$ cat config.mk
export PLATFORM = sky130hd
export DESIGN_NAME = enemy_patrol
export DESIGN_NICKNAME = d
export VERILOG_FILES = /design/src/rtl/enemy_pkg.sv /design/src/rtl/enemy_patroller.sv /design/src/rtl/enemy_patrol.sv
export SDC_FILE = /design/constraint.sdc
export NUM_CORES = 1
export LEC_CHECK = 0
export CORE_ASPECT_RATIO = 0.6
export CORE_MARGIN = 2
export CORE_UTILIZATION = 40
export CTS_BUF_LIST = sky130_fd_sc_hd__clkbuf_16
export DETAILED_ROUTE_END_ITERATION = 8
export PLACE_DENSITY = 0.65
export SETUP_SLACK_MARGIN = 0.4
export SLEW_MARGIN = 20
export SYNTH_ARGS = -nofsm -noshare
export SYNTH_HDL_FRONTEND = slang
export SYNTH_SLANG_ARGS = --single-unit
$ cat constraint.sdc
create_clock -name clk -period 2.78 [get_ports clk]
set_input_delay 0.417 -clock clk [delete_from_list [all_inputs] [get_ports clk]]
set_output_delay 0.417 -clock clk [all_outputs]
set_load 0.01 [all_outputs]
$ cat src/rtl/enemy_pkg.sv
// Shared types and per-enemy patrol segment constants for the enemy patrol block.
// Enemy i (0-based) in the arrays below is enemy i+1 at the top level.
package enemy_pkg;

  typedef enum logic [2:0] {FWD, REV, PAUSE_F, PAUSE_R, HALT} patrol_state_t;
  typedef enum logic {AXIS_H, AXIS_V} axis_t;

  localparam int NUM_ENEMIES = 5;

  // Bit i set means enemy i+1 moves vertically.
  localparam logic [NUM_ENEMIES-1:0] ENEMY_AXIS = 5'b01010;
  localparam logic [0:NUM_ENEMIES-1][9:0] ENEMY_FIXED = {10'd96,  10'd496, 10'd288, 10'd624, 10'd448};
  localparam logic [0:NUM_ENEMIES-1][9:0] ENEMY_MIN   = {10'd208, 10'd64,  10'd336, 10'd160, 10'd176};
  localparam logic [0:NUM_ENEMIES-1][9:0] ENEMY_MAX   = {10'd400, 10'd256, 10'd656, 10'd448, 10'd528};

  function automatic logic [19:0] pack_position(axis_t axis, logic [9:0] fixed, logic [9:0] moving);
    return (axis == AXIS_H) ? {moving, fixed} : {fixed, moving};
  endfunction

endpackage

$ cat src/rtl/enemy_patroller.sv
// One enemy walking a fixed segment: steps on tick, pauses at each end,
// swaps direction on a reverse pulse, and freezes for good on halt.
module enemy_patroller
  import enemy_pkg::*;
#(
  parameter axis_t      AXIS        = AXIS_H,
  parameter logic [9:0] FIXED       = 10'd0,
  parameter logic [9:0] MIN         = 10'd0,
  parameter logic [9:0] MAX         = 10'd16,
  parameter int         STEP        = 2,
  parameter int         PAUSE_TICKS = 16
) (
  input  logic        clk,
  input  logic        rst_n,
  input  logic        tick,
  input  logic        reverse,
  input  logic        halt,
  output logic [19:0] position
);

  localparam int PW = $clog2(PAUSE_TICKS + 1);
  localparam logic [9:0]    STEP_W     = 10'(STEP);
  localparam logic [PW-1:0] PAUSE_INIT = PW'(PAUSE_TICKS);

  patrol_state_t state, state_next;
  logic [9:0]    pos, pos_next;
  logic [PW-1:0] pause, pause_next;

  // NOTE: sequential state uses non-blocking assignments so every register samples pre-edge values.
  always_ff @(posedge clk or negedge rst_n) begin
    if (!rst_n) begin
      state <= FWD;
      pos   <= MIN;
      pause <= '0;
    end else begin
      state <= state_next;
      pos   <= pos_next;
      pause <= pause_next;
    end
  end

  always_comb begin
    // NOTE: defaults first so every path assigns every signal and no latch is inferred.
    state_next = state;
    pos_next   = pos;
    pause_next = pause;
    if (halt) begin
      state_next = HALT;
    end else begin
      unique case (state)
        FWD: begin
          if (reverse) state_next = REV;
          else if (tick) begin
            if (pos + STEP_W >= MAX) begin
              pos_next   = MAX;
              pause_next = PAUSE_INIT;
              state_next = PAUSE_F;
            end else begin
              pos_next = pos + STEP_W;
            end
          end
        end
        REV: begin
          if (reverse) state_next = FWD;
          else if (tick) begin
            if (pos <= MIN + STEP_W) begin
              pos_next   = MIN;
              pause_next = PAUSE_INIT;
              state_next = PAUSE_R;
            end else begin
              pos_next = pos - STEP_W;
            end
          end
        end
        PAUSE_F, PAUSE_R: begin
          if (tick) begin
            pause_next = pause - PW'(1);
            if (pause == PW'(1)) state_next = (state == PAUSE_F) ? REV : FWD;
          end
        end
        HALT: ;
        default: state_next = FWD;
      endcase
    end
  end

  always_comb begin
    position = pack_position(AXIS, FIXED, pos);
  end

endmodule

$ cat src/rtl/enemy_patrol.sv
// Five patrolling enemies sharing one movement tick, a hit edge detector
// that reverses the named enemy, and a sticky win halt.
module enemy_patrol
  import enemy_pkg::*;
#(
  parameter int TICK_DIV    = 250000,
  parameter int STEP        = 2,
  parameter int PAUSE_TICKS = 16
) (
  input  logic        clk,
  input  logic        rst_n,
  input  logic        enable,
  input  logic        win,
  input  logic        hit,
  input  logic [2:0]  hit_id,
  output logic [19:0] e_position1,
  output logic [19:0] e_position2,
  output logic [19:0] e_position3,
  output logic [19:0] e_position4,
  output logic [19:0] e_position5,
  output logic        halted
);

  localparam int CW = $clog2(TICK_DIV);
  localparam logic [CW-1:0] CNT_LAST = CW'(TICK_DIV - 1);

  logic [CW-1:0] count;
  logic          tick;
  logic          hit_q;
  logic          hit_rise;
  logic [NUM_ENEMIES-1:0]       reverse;
  logic [NUM_ENEMIES-1:0][19:0] positions;

  assign tick     = enable && (count == CNT_LAST);
  assign hit_rise = hit && !hit_q;

  always_ff @(posedge clk or negedge rst_n) begin
    if (!rst_n) begin
      count  <= '0;
      hit_q  <= 1'b0;
      halted <= 1'b0;
    end else begin
      hit_q  <= hit;
      halted <= halted | win;
      if (enable) count <= tick ? '0 : count + CW'(1);
    end
  end

  // Ids 0, 6 and 7 match no enemy and are dropped here.
  always_comb begin
    reverse = '0;
    for (int i = 0; i < NUM_ENEMIES; i++) begin
      reverse[i] = hit_rise && (hit_id == 3'(i + 1));
    end
  end

  for (genvar g = 0; g < NUM_ENEMIES; g++) begin : g_enemy
    enemy_patroller #(
      .AXIS        (axis_t'(ENEMY_AXIS[g])),
      .FIXED       (ENEMY_FIXED[g]),
      .MIN         (ENEMY_MIN[g]),
      .MAX         (ENEMY_MAX[g]),
      .STEP        (STEP),
      .PAUSE_TICKS (PAUSE_TICKS)
    ) u_patroller (
      .clk      (clk),
      .rst_n    (rst_n),
      .tick     (tick),
      .reverse  (reverse[g]),
      .halt     (win),
      .position (positions[g])
    );
  end

  assign e_position1 = positions[0];
  assign e_position2 = positions[1];
  assign e_position3 = positions[2];
  assign e_position4 = positions[3];
  assign e_position5 = positions[4];

endmodule

After elaboration in Yosys (flattened, before gate mapping)
Index checks and enable logic that the tools add are counted.
Storage, ports and cells
  word-level logic and storage cells: 321
  register bits: 110
  input bits: 8
Operators by class
  add/sub/neg operators: 16
  order comparisons: 10
  reduce and logical (&&, ||, !) cells: 43
  bitwise operators: 2
  multiplexer cells: 131
  eq/ne operators: 101
Operators with widths (number)
  two-way mux 10 bit: 30
  two-way mux 5 bit: 35
  two-way mux 3 bit: 45
  one-hot mux 10 bit (2 select lines): 5
  one-hot mux 5 bit (3 select lines): 5
  inequality test 2 bit (second input constant): 30
  one-hot mux 3 bit (4 select lines): 5
  adder 10 x 2 -> 10 bit (second input constant): 5
  subtractor 10 x 2 -> 10 bit (second input constant): 5
  AND reduction 9 bit: 5
  inequality test 4 x 2 -> 1 bit (second input constant): 10
  inequality test 4 x 3 -> 1 bit (second input constant): 10
  equality test 3 x 2 -> 1 bit (second input constant): 12
  AND reduction 7 bit: 5
  >= comparator 10 x 9 -> 1 bit (second input constant): 3
  less-or-equal comparator 10 x 8 -> 1 bit (second input constant): 3
  AND reduction 6 bit: 5
  equality test 5 x 1 -> 1 bit (second input constant): 5
  subtractor 5 x 1 -> 5 bit (second input constant): 5
  equality test 3 bit (second input constant): 7
  >= comparator 10 bit (second input constant): 2
  inequality test 2 x 1 -> 1 bit (second input constant): 10
  adder 18 x 1 -> 18 bit (second input constant): 1
  equality test 18 bit (second input constant): 1
  15 further kinds: 54

Logic depth before layout (Yosys ltp)
Gate-level depths: netlist of the first run.
  depth in word-level cells: 7
  gate-level depth with buffers: 10
  gate-level depth less buffers: 9

Modules after synthesis
From an unflattened synthesis of the first run, not the netlist that was laid out.
Second synthesis, totals
  cells, all modules: 986
  area total of the unflattened synthesis: 8405.6 um^2
Modules (own cells, without submodules)
  enemy_patroller at g_enemy[4].u_patroller: instances 1, area an instance 1487.7 um^2, cells each 184
  enemy_patroller at g_enemy[2].u_patroller: instances 1, area an instance 1481.4 um^2, cells each 181
  enemy_patroller at g_enemy[3].u_patroller: instances 1, area an instance 1478.9 um^2, cells each 173
  enemy_patroller at g_enemy[1].u_patroller: instances 1, area an instance 1477.7 um^2, cells each 177
  enemy_patroller at g_enemy[0].u_patroller: instances 1, area an instance 1406.3 um^2, cells each 169
  enemy_patrol: instances 1, area an instance 1073.5 um^2, cells each 102

Worst setup path after synthesis of the first run
OpenSTA, ideal clock, no wires.
  path type: register to register
  from: reg count[9]
  to: reg g_enemy[0].u_patroller.pos[8]
  library setup time: 0.121 ns
  cell stages (with the launch flop): 9
  arrival time: 2.636 ns
  path buffers: 2
  period minus slack after synthesis: 2.757 ns
  required time: 2.659 ns
  setup slack: 0.023 ns
  cell sequence: dfrtp_1 -> or4b_1 -> or4b_4 -> or3_1 -> buf_2 -> nor4_4 -> buf_6 -> o21ai_0 -> a22o_1
Between the ends
  cells in the longest elaborated chain, start to end: 4
Ends and longest elaborated chain
  from (decl): RTL line enemy_patrol.sv:27  | logic [CW-1:0] count;
  from (signal assigned): RTL line enemy_patrol.sv:45  | if (enable) count <= tick ? '0 : count + CW'(1);
  equality test 18 bit (*): RTL line enemy_patrol.sv:34  | assign tick = enable && (count == CNT_LAST);
  logical AND 1 bit (*): RTL line enemy_patrol.sv:34
  inequality test 2 bit (no line)
  AND reduction 6 bit (no line) (*)
  to (signal assigned): RTL line enemy_patroller.sv:37  | pos <= pos_next;
  to (decl): RTL line enemy_patroller.sv:26  | logic [9:0] pos, pos_next;
Every way passes the cells marked *; elsewhere a longest branch is shown, timed or not.
A chain may end at the register's enable or synchronous reset.

Worst setup path after layout of the first run
  from: reg count[5]
  to: reg g_enemy[3].u_patroller.pause[2]
Between the ends
  cells in the longest elaborated chain, start to end: 4
Ends and longest elaborated chain
  equality test 18 bit (*): RTL line enemy_patrol.sv:34
  logical AND 1 bit (*): RTL line enemy_patrol.sv:34
  inequality test 2 bit (no line)
  AND reduction 9 bit (no line) (*)
  to (signal assigned): RTL line enemy_patroller.sv:38  | pause <= pause_next;
  to (decl): RTL line enemy_patroller.sv:27  | logic [PW-1:0] pause, pause_next;
Marked as above.

==> results.json, run 1 <==
{
  "r2r_cells": 8,
  "ant_nets": 0,
  "cap_violations": 0,
  "htree_levels": 3,
  "rrSetupSlack_ns": 0.05,
  "pwr_density_cell_nw_per_um2": 356.1,
  "timing.rr.start": "count[5]",
  "critPathKind": "reg2reg",
  "grt_max_degree": 55,
  "post_synth_num_cell_types": 81,
  "die_x_um": 182.0,
  "required_ns": 3.00,
  "portBuffers": 53,
  "clockBufferDepth": 2,
  "antenna_found_initial": 0,
  "tns_ns": 0,
  "nets": 1063,
  "hold_path_class": "reg2reg",
  "status": "complete, no violations",
  "cpMostUsedCell": "or4b_4",
  "vias": 7159,
  "grt_pass1_wl_um": 32550,
  "internal_power_mw": 2.501,
  "drtPass1Iterations": 5,
  "timing.fmax_mhz": 366.6,
  "grt_util_met1": 0.3072,
  "drt_iter0_drc": 674,
  "antennaDiodeCount": 0,
  "synth_top_family_by_area": "simple AND/OR/NAND/NOR gates",
  "wl_per_cell_um": 15.25,
  "layout-drive-gt1-share": 0.1823,
  "rows": 38,
  "whs_path_depth": 1,
  "synth-edff-count": 0,
  "p_leak_nw": 3.933,
  "rsz0062_at_grt": "yes",
  "dieArea_um2": 20160,
  "cp_max_fo": 5,
  "crit_path_start_kind": "register",
  "core_area_um2": 18350,
  "worstPathCellList": "or4b_4, or4b_4, or3_4, buf_6, nor3_4, nand2_2, nor2_4, o221ai_1",
  "switching_share": 0.2510,
  "yosys_warnings": 0,
  "syn-instance-count": 930,
  "switching_power_mw": 0.8382,
  "grt_overflow": 0,
  "final_max_slew_viol_count": 0,
  "grt_use_total": 0.1936,
  "synth_xor_area_frac": 0.02880,
  "clkLatencyLatePin_ns": 0.35,
  "clkPwrFrac": 0.411,
  "ios": 109,
  "syn_avg_cell_area_um2": 8.175,
  "p_total_mw": 3.339,
  "timing.final.crit_share": 0.9813,
  "drcViolationCount": 0,
  "root_buffer": "clkbuf_16",
  "p_comb_frac": 0.095,
  "fin_crit_ns": 2.728,
  "numCtsBuffers": 9,
  "clk_pin_slew_ns": 0.07,
  "gr-usage-met2": 0.2700,
  "totalWireLength_um": 19470,
  "synth_largest_area_cell": "dfrtp_1",
  "grt_pass1_vias": 6444,
  "relSlewSlack": 0.5642,
  "synth-seq-cells": 105,
  "pwr-share-seq": 0.494,
  "cts_num_sinks": 105,
  "synthAdderAreaFrac": 0.03621,
  "synth_area_leaders": "dfrtp_1 31%, buf_4 5.4%, o21ai_0 5.2%",
  "synthSimpleGateAreaFrac": 0.2378,
  "max_slew.worst_pin.slew_ns": 0.6513,
  "crit_slowest_cell": "or4b_4",
  "crit_end": "g_enemy[3].u_patroller.pause[2]",
  "crit_path_end_kind": "register",
  "r2r-end": "g_enemy[3].u_patroller.pause[2]",
  "ys_seq_area_frac": 0.3476,
  "synthArstFlopShare": 1.000,
  "clock_skew_ns": 0.01135,
  "cts_tree": "done",
  "areaGrowthSynthToFinish_pct": 23.34,
  "startpoint": "count[5]",
  "grtUsageMet3": 0.04106,
  "place_hpwl_um": 13850,
  "peakVddDrop_uv": 325.0,
  "die_h_um": 110.8,
  "finalHoldViolations": 0,
  "synth_area_um2": 7602,
  "fin_util": 0.5109,
  "vias_per_cell": 5.606,
  "setup_viol": 0,
  "critPathArrivalTime_ns": 2.94,
  "max_stage_delay_ns": 0.57,
  "netlist.area_leader.share": 0.3061,
  "synth_compound_area_frac": 0.2362,
  "synth_mux_area_frac": 0.01399,
  "busiest_layer": "met1",
  "place_congestion": 0.8971,
  "start_util": 0.4142,
  "ys.flop_type": "dfrtp_1"
}
-- worst max-delay path: cells and delay by family, from the launching register on --
kind	cells	cell delay, ns
simple gates	6	1.93
buf+inv	1	0.15
compound gates	1	0.14
flops	1	0.39
-- registers in the layout (all words and copies together) (netlist names) --
name                       count
g_enemy.u_patroller.pos       45
g_enemy.u_patroller.state     15
hit_q                          1
g_enemy.u_patroller.pause     25
halted                         1
count                         18
-- cells in the final DEF, fill, tap and decap left out, drive strengths merged, types with 15 or more instances in the layout --
cell	netlist	layout
ha	22	22
nand2	72	72
inv	43	43
nand3	33	33
clkdlybuf4s50	0	52
buf	61	84
dfrtp	93	93
nor2	87	87
o21ai	80	80
a21oi	58	58
and3	20	20
nor3	39	39
conb	2	55
xnor2	15	15
a31oi	15	15
o31ai	17	17
-- cells in the mapped netlist (15+ instances only) --
master	number
ha_1	22
o31ai_1	17
dfrtp_1	93
a31oi_1	15
inv_1	43
nor2_1	86
clkbuf_1	37
xnor2_1	15
nand3_1	33
nand2_1	72
o21ai_0	79
buf_4	55
and3_1	20
nor3_1	38
a21oi_1	57
-- routing by layer --
| layer | up-vias | routed length [µm] |
|---|---|---|
| li1 | 3492 | - |
| met5 | - | 0 |
| met2 | 226 | 8164 |
| met4 | 0 | 106 |
| met1 | 3430 | 10160 |
| met3 | 11 | 1046 |
-- how the worst min path moves through the flow --
stage	startpoint	to	slack [ns]
finish	halted	halted	0.48
global route	halted	halted	0.49
CTS	halted	halted	0.48
detailed placement	rst_n	g_enemy[3].u_patroller.pos[1]	0.35
global placement	rst_n	g_enemy[3].u_patroller.pos[4]	0.36
floorplan	rst_n	count[0]	0.12
-- kinds of logic (layout without fill, tap and decap cells) --
| kind of cell | after synthesis | after routing |
|---|---|---|
| AO/OA/AOI/OAI | 276 | 276 |
| XOR/XNOR | 25 | 25 |
| adder cells (fa/ha/maj) | 22 | 22 |
| buffers and inverters | 141 | 195 |
| flip-flops | 105 | 105 |
| multiplexers | 10 | 10 |
| other | 2 | 55 |
| AND/OR/NAND/NOR | 349 | 349 |
-- power groups by stage --
stage	clock network [mW]	registers, mW	logic (mW)
2_1_floorplan	0	1.66	0.245
3_3_place_gp	0	1.67	0.294
3_5_place_dp	0	1.67	0.298
4_1_cts	1.40	1.65	0.301
5_1_grt	1.47	1.66	0.350
6_report	1.37	1.65	0.316
-- stage by stage --
step / area, µm² / cells / setup WS [ns] / hold WS, ns
2_1_floorplan: 7829 / 983 / 0.08552 / 0.1214
3_3_place_gp: 8568 / 1244 / 0.01640 / 0.3557
3_5_place_dp: 8568 / 1244 / -0.02075 / 0.3510
4_1_cts: 9144 / 1270 / 0.06411 / 0.4762
5_1_grt: 9376 / 1277 / -0.06409 / 0.4948
6_report: 9376 / 1277 / 0.05209 / 0.4772
-- repair_timing --
item,4_1_cts,5_1_grt
endpoints found under the hold margin,18,0
gates resized for setup,50,51
hold buffers,1,0
endpoints found under the setup margin,70,79
gates cloned,1,0
setup buffers,9,7
pin swaps,13,7
-- area by class of cell --
cell class / count / area (µm²)
Fill cell: 1744 / 8976
Multi-Input combinational cell: 737 / 4728
Sequential cell: 105 / 2646
Timing Repair Buffer: 137 / 1231
Tap cell: 240 / 300.3
Clock buffer: 9 / 225.2
Inverter: 43 / 161.4
Clock inverter: 6 / 83.83
No activity file was read; power rests on OpenSTA's default activity.
==> run 2: changes to the inputs <==
--- a/config.mk
+++ b/config.mk
@@ -12,6 +12,7 @@
 export DETAILED_ROUTE_END_ITERATION = 8
 export PLACE_DENSITY = 0.65
 export SETUP_SLACK_MARGIN = 0.4
+export SKIP_CTS_REPAIR_TIMING = 1
 export SLEW_MARGIN = 20
 export SYNTH_ARGS = -nofsm -noshare
 export SYNTH_HDL_FRONTEND = slang
==> run 2 against run 1 <==
Highest routed layer unchanged. Largest cell class unchanged. Largest power group unchanged. Maximum frequency shrank 0.10%. First-iteration DRC count is 2.5% higher. Worst setup slack worse by 0.0029 ns. Sequential power is essentially flat. Critical endpoint unchanged. Via count increased by 0.18%.
==> results.json, run 2 (synthesis gave the netlist of run 1 again) <==
{
  "post_dp_cell_area_um2": 8568,
  "place_congestion": 0.8971,
  "root_buffer": "clkbuf_16",
  "pwr-share-seq": 0.491,
  "critPathKind": "reg2reg",
  "grt_use_total": 0.1902,
  "timing.rr.start": "count[5]",
  "drcViolationCount": 0,
  "regMostFlops": "g_enemy.u_patroller.pos",
  "num-fill-cells": 1717,
  "htree_levels": 3,
  "numCtsBuffers": 9,
  "p_leak_nw": 3.936,
  "relSlewSlack": 0.5461,
  "max_stage_delay_ns": 0.58,
  "p_total_mw": 3.356,
  "rrSetupSlack_ns": 0.05,
  "required_ns": 3.00,
  "fin_area_um2": 9429,
  "place_hpwl_um": 13850,
  "max_slew.worst_pin.slew_ns": 0.6758,
  "clkPwrFrac": 0.409,
  "placed_cells": 1244,
  "dp_slack_ns": -0.02075,
  "clockBufferDepth": 2,
  "vias_per_cell": 5.616,
  "switching_share": 0.2527,
  "portBuffers": 53,
  "cpMostUsedCell": "or4b_4",
  "areaGrowthSynthToFinish_pct": 24.03,
  "die_x_um": 182.0,
  "totalWireLength_um": 19680,
  "fin_crit_ns": 2.731,
  "clock_skew_ns": 0.01252,
  "cap_violations": 0,
  "crit_slowest_cell": "or4b_4",
  "grt_overflow": 0,
  "clk_pin_slew_ns": 0.07,
  "cp_max_fo": 5,
  "hp-start": "halted",
  "worstPathCellList": "or4b_4, or4b_4, or3_4, buf_6, nor3_4, nand2_2, nor2_4, o221ai_1",
  "tns_ns": 0,
  "startpoint": "count[5]",
  "antenna_found_initial": 0,
  "peakVddDrop_uv": 324.5,
  "seqCellArea_um2": 2645,
  "multiInputGateArea_um2": 4798,
  "wl_per_cell_um": 15.41,
  "ios": 109,
  "cp_num_buf_inv": 1,
  "crit_path_end_kind": "register",
  "final_common_cell": "dfrtp_1",
  "rsz0062_at_grt": "yes",
  "dieArea_um2": 20160,
  "grt_pass1_wl_um": 31950,
  "setup_viol": 0,
  "start_util": 0.4142,
  "vias": 7172,
  "top_regs": "g_enemy.u_patroller.pos: 45 flops, g_enemy.u_patroller.pause: 25 flops, count: 18 flops",
  "layout-drive-gt1-share": 0.1823,
  "core_area_um2": 18350,
  "status": "complete, no violations",
  "drt_iter0_drc": 691,
  "instances_no_fill": 1277,
  "pwr_density_cell_nw_per_um2": 355.9,
  "final_max_slew_viol_count": 0,
  "crit_path_start_kind": "register",
  "grt_pass1_vias": 6312,
  "die_h_um": 110.8,
  "setup_ws_ns": 0.04923,
  "drtPass1Iterations": 7,
  "internal_power_mw": 2.508,
  "timing.final.crit_share": 0.9823,
  "rows": 38,
  "nets": 1063,
  "ant_nets": 0,
  "antennaDiodeCount": 0,
  "cts_num_sinks": 105,
  "cts_tree": "done",
  "critPathArrivalTime_ns": 2.95,
  "timing.fmax_mhz": 366.2,
  "finalHoldViolations": 0,
  "switching_power_mw": 0.8482,
  "p_comb_frac": 0.100,
  "whs_ns": 0.4775,
  "final_cell_mix": "91 x dfrtp_1, 84 x nor2_1, 70 x nand2_1, 70 x buf_4, 55 x conb_1",
  "grt_max_degree": 55,
  "largest_reg_flops": 45,
  "clkLatencyLatePin_ns": 0.35,
  "fin_util": 0.5138,
  "hold_path_class": "reg2reg",
  "cp_top_family": "simple AND/OR/NAND/NOR gates"
}
-- run 2: per-layer routing --
metal  track usage  vias to the layer above  part of all wire
li1              -                     3502                 -
met1        0.3070                     3430              0.52
met2        0.2608                      227              0.42
met3       0.03876                       13             0.057
met4       0.02688                        0            0.0065
met5             0                        -                 0
-- run 2: worst reg2reg max path, delay by kind of cell, from the launching register on --
kind,cells,cell delay (ns)
flip-flops,1,0.38
buffers and inverters,1,0.15
AND/OR/NAND/NOR,6,1.93
AO/OA/AOI/OAI,1,0.14
-- run 2: power groups by stage --
stage | Clock [mW] | Combinational, mW | Sequential, mW
after global placement | 0 | 0.294 | 1.67
after detailed placement | 0 | 0.298 | 1.67
after floorplan | 0 | 0.245 | 1.66
after CTS | 1.40 | 0.299 | 1.65
final | 1.37 | 0.334 | 1.65
after global routing | 1.47 | 0.371 | 1.66
-- run 2: worst paths after layout --
path	to	cells after the start
max in group asynchronous	g_enemy[4].u_patroller.pos[7]	3
setup / recovery	g_enemy[3].u_patroller.pause[2]	8
hold reg to reg	halted	1
min in group asynchronous	g_enemy[2].u_patroller.pos[7]	2
setup reg to reg	g_enemy[3].u_patroller.pause[2]	8
hold / removal	halted	1
-- run 2: final cells by class --
| class | count | area share |
|---|---|---|
| inverter | 43 | 0.01712 |
| clock buffer | 9 | 0.02389 |
| timing repair buffer | 136 | 0.1288 |
| multi-input combinational | 738 | 0.5089 |
| sequential | 105 | 0.2805 |
| tap | 240 | 0.03185 |
| clock inverter | 6 | 0.008891 |
==> run 3: changes to the inputs <==
--- a/config.mk
+++ b/config.mk
@@ -7,10 +7,10 @@
 export LEC_CHECK = 0
 export CORE_ASPECT_RATIO = 0.6
 export CORE_MARGIN = 2
-export CORE_UTILIZATION = 40
+export CORE_UTILIZATION = 50
 export CTS_BUF_LIST = sky130_fd_sc_hd__clkbuf_16
 export DETAILED_ROUTE_END_ITERATION = 8
-export PLACE_DENSITY = 0.65
+export PLACE_DENSITY = 0.78
 export SETUP_SLACK_MARGIN = 0.4
 export SKIP_CTS_REPAIR_TIMING = 1
 export SLEW_MARGIN = 20
==> run 3 against run 2 <==
The flow now finishes with violations (negative setup slack). Global-route usage is 4.4 points higher. Worst setup slack worse by 0.051 ns. Combinational power is 5% higher. Clock power up 12%. Largest cell class unchanged. Worst hold slack worse by 0.45 ns.
==> results.json, run 3 (synthesis gave the netlist of run 1 again) <==
{
  "die_x_um": 163.2,
  "vias_per_cell": 5.976,
  "timing.rr.start": "count[5]",
  "pwr_density_cell_nw_per_um2": 371.4,
  "wl_met2_um": 8974,
  "final_max_slew_viol_count": 0,
  "root_buffer": "clkbuf_16",
  "rows": 34,
  "start_util": 0.5180,
  "cpMostUsedCell": "or4b_4",
  "cp_max_fo": 5,
  "wl_met3_um": 1401,
  "finalHoldViolations": 0,
  "final_common_cell": "dfrtp_1",
  "met1_length_um": 9730,
  "antennaDiodeCount": 0,
  "core_area_um2": 14680,
  "grt_use_total": 0.2339,
  "internal_power_mw": 2.699,
  "clkPwrFrac": 0.435,
  "violations": "negative setup slack",
  "num-fill-cells": 1178,
  "ant_nets": 0,
  "totalWireLength_um": 20350,
  "areaGrowthSynthToFinish_pct": 25.67,
  "peakVddDrop_uv": 292.4,
  "grt_max_degree": 40,
  "pwr-share-seq": 0.466,
  "required_ns": 3.06,
  "setup_viol": 1,
  "drtPass1Iterations": 6,
  "setup_ws_ns": -0.001855,
  "startpoint": "count[5]",
  "multiInputGateArea_um2": 4960,
  "nets": 1058,
  "clkLatencyLatePin_ns": 0.35,
  "portBuffers": 53,
  "crit_path_end_kind": "register",
  "whs_ns": 0.02946,
  "crit_path_start_kind": "register",
  "clk_pin_slew_ns": 0.07,
  "clock_skew_ns": 0.007896,
  "switching_share": 0.2396,
  "p_total_mw": 3.549,
  "worstPathCellList": "or4b_4, or4b_4, or3_4, buf_6, nor3_4, nand2_2, nor2_4, mux2i_1",
  "clockBufferDepth": 2,
  "cap_violations": 0,
  "ios": 109,
  "top_regs": "g_enemy.u_patroller.pos: 45 flops, g_enemy.u_patroller.pause: 25 flops, count: 18 flops",
  "largest_reg_flops": 45,
  "highest_layer": "met4",
  "drcViolationCount": 0,
  "dieArea_um2": 16240,
  "vias": 7357,
  "max_slew.worst_pin.slew_ns": 0.6820,
  "drt_iter0_drc": 722,
  "place_congestion": 0.9646,
  "regMostFlops": "g_enemy.u_patroller.pos",
  "relSlewSlack": 0.5419,
  "htree_levels": 3,
  "crit_slowest_cell": "or4b_4",
  "grt_pass1_wl_um": 31130,
  "antenna_found_initial": 0,
  "layout-drive-gt1-share": 0.1985,
  "rrSetupSlack_ns": -0.002,
  "switching_power_mw": 0.8503,
  "rsz0062_at_grt": "yes",
  "die_h_um": 99.52,
  "cts_tree": "done",
  "timing.final.crit_share": 1.001,
  "numCtsBuffers": 9,
  "grt_overflow": 0,
  "final_cell_mix": "91 x dfrtp_1, 84 x nor2_1, 69 x nand2_1",
  "p_leak_nw": 3.951,
  "max_stage_delay_ns": 0.57,
  "critPathArrivalTime_ns": 3.06,
  "timing.fmax_mhz": 359.5,
  "wl_per_cell_um": 16.53,
  "hold_path_class": "in2async",
  "place_hpwl_um": 13910,
  "seqCellArea_um2": 2645,
  "p_comb_frac": 0.099,
  "grt_pass1_vias": 6243,
  "cts_num_sinks": 105,
  "critPathKind": "reg2reg",
  "fin_crit_ns": 2.782,
  "status": "finished with violations"
}
run 3: changes by cell type in the layout (fill, tap and decap cells not counted), moves of 3 or more:
cell and change:
o31ai_4 +4, a21oi_2 +3, o21ai_2 +5, o31ai_2 -5, buf_4 -8, a21oi_1 -3
o21ai_0 -6, a31oi_2 +3, buf_6 +5
run 3: area by class of cell:
type                       instances  area share
timing repair buffer             131      0.1236
clock inverter                     7     0.01401
multi-input combinational        738      0.5191
clock buffer                       9     0.02357
inverter                          43     0.01689
tap                              198     0.02593
sequential                       105      0.2768
run 3: critical path, delay by kind of cell, from the launching register on:
family        cells  cell delay [ns]
mux               1             0.20
simple gates      6             1.95
buf+inv           1             0.15
flops             1             0.40
run 3: final timing paths:
| check | to | depth (start not counted) |
|---|---|---|
| worst min-delay path | g_enemy[3].u_patroller.pos[4] | 1 |
| worst max register to register | g_enemy[3].u_patroller.pause[1] | 8 |
| worst max-delay path | g_enemy[3].u_patroller.pause[1] | 8 |
| max in group asynchronous | g_enemy[2].u_patroller.pos[4] | 2 |
| min in group clk | halted | 1 |
| worst min register to register | halted | 1 |
run 3: routing by layer:
| metal | GRT usage | up-vias |
|---|---|---|
| met5 | 0 | - |
| met1 | 0.3677 | 3534 |
| li1 | - | 3497 |
| met2 | 0.3294 | 300 |
| met3 | 0.04712 | 26 |
| met4 | 0.04629 | 0 |
run 3: stage by stage:
| stage | utilization | setup TNS (ns) | worst slack [ns] | instances | cell area (µm²) |
|---|---|---|---|---|---|
| CTS | 0.6018 | -0.3847 | -0.06922 | 1214 | 8832 |
| finish | 0.6510 | -0.001855 | -0.001855 | 1231 | 9554 |
| global route | 0.6510 | -0.1673 | -0.04311 | 1231 | 9554 |
| global placement | 0.5773 | 0 | 0.01092 | 1198 | 8473 |
| detailed placement | 0.5773 | -0.4882 | -0.05616 | 1198 | 8473 |
| floorplan | - | 0 | 0.08552 | 983 | 7829 |
run 3: power by group through the flow:
| stage | Combinational [mW] | Clock, mW | Sequential (mW) |
|---|---|---|---|
| after CTS | 0.295 | 1.56 | 1.65 |
| after detailed placement | 0.293 | 0 | 1.68 |
| after floorplan | 0.245 | 0 | 1.66 |
| after global routing | 0.391 | 1.63 | 1.66 |
| after global placement | 0.288 | 0 | 1.67 |
| final | 0.352 | 1.54 | 1.65 |
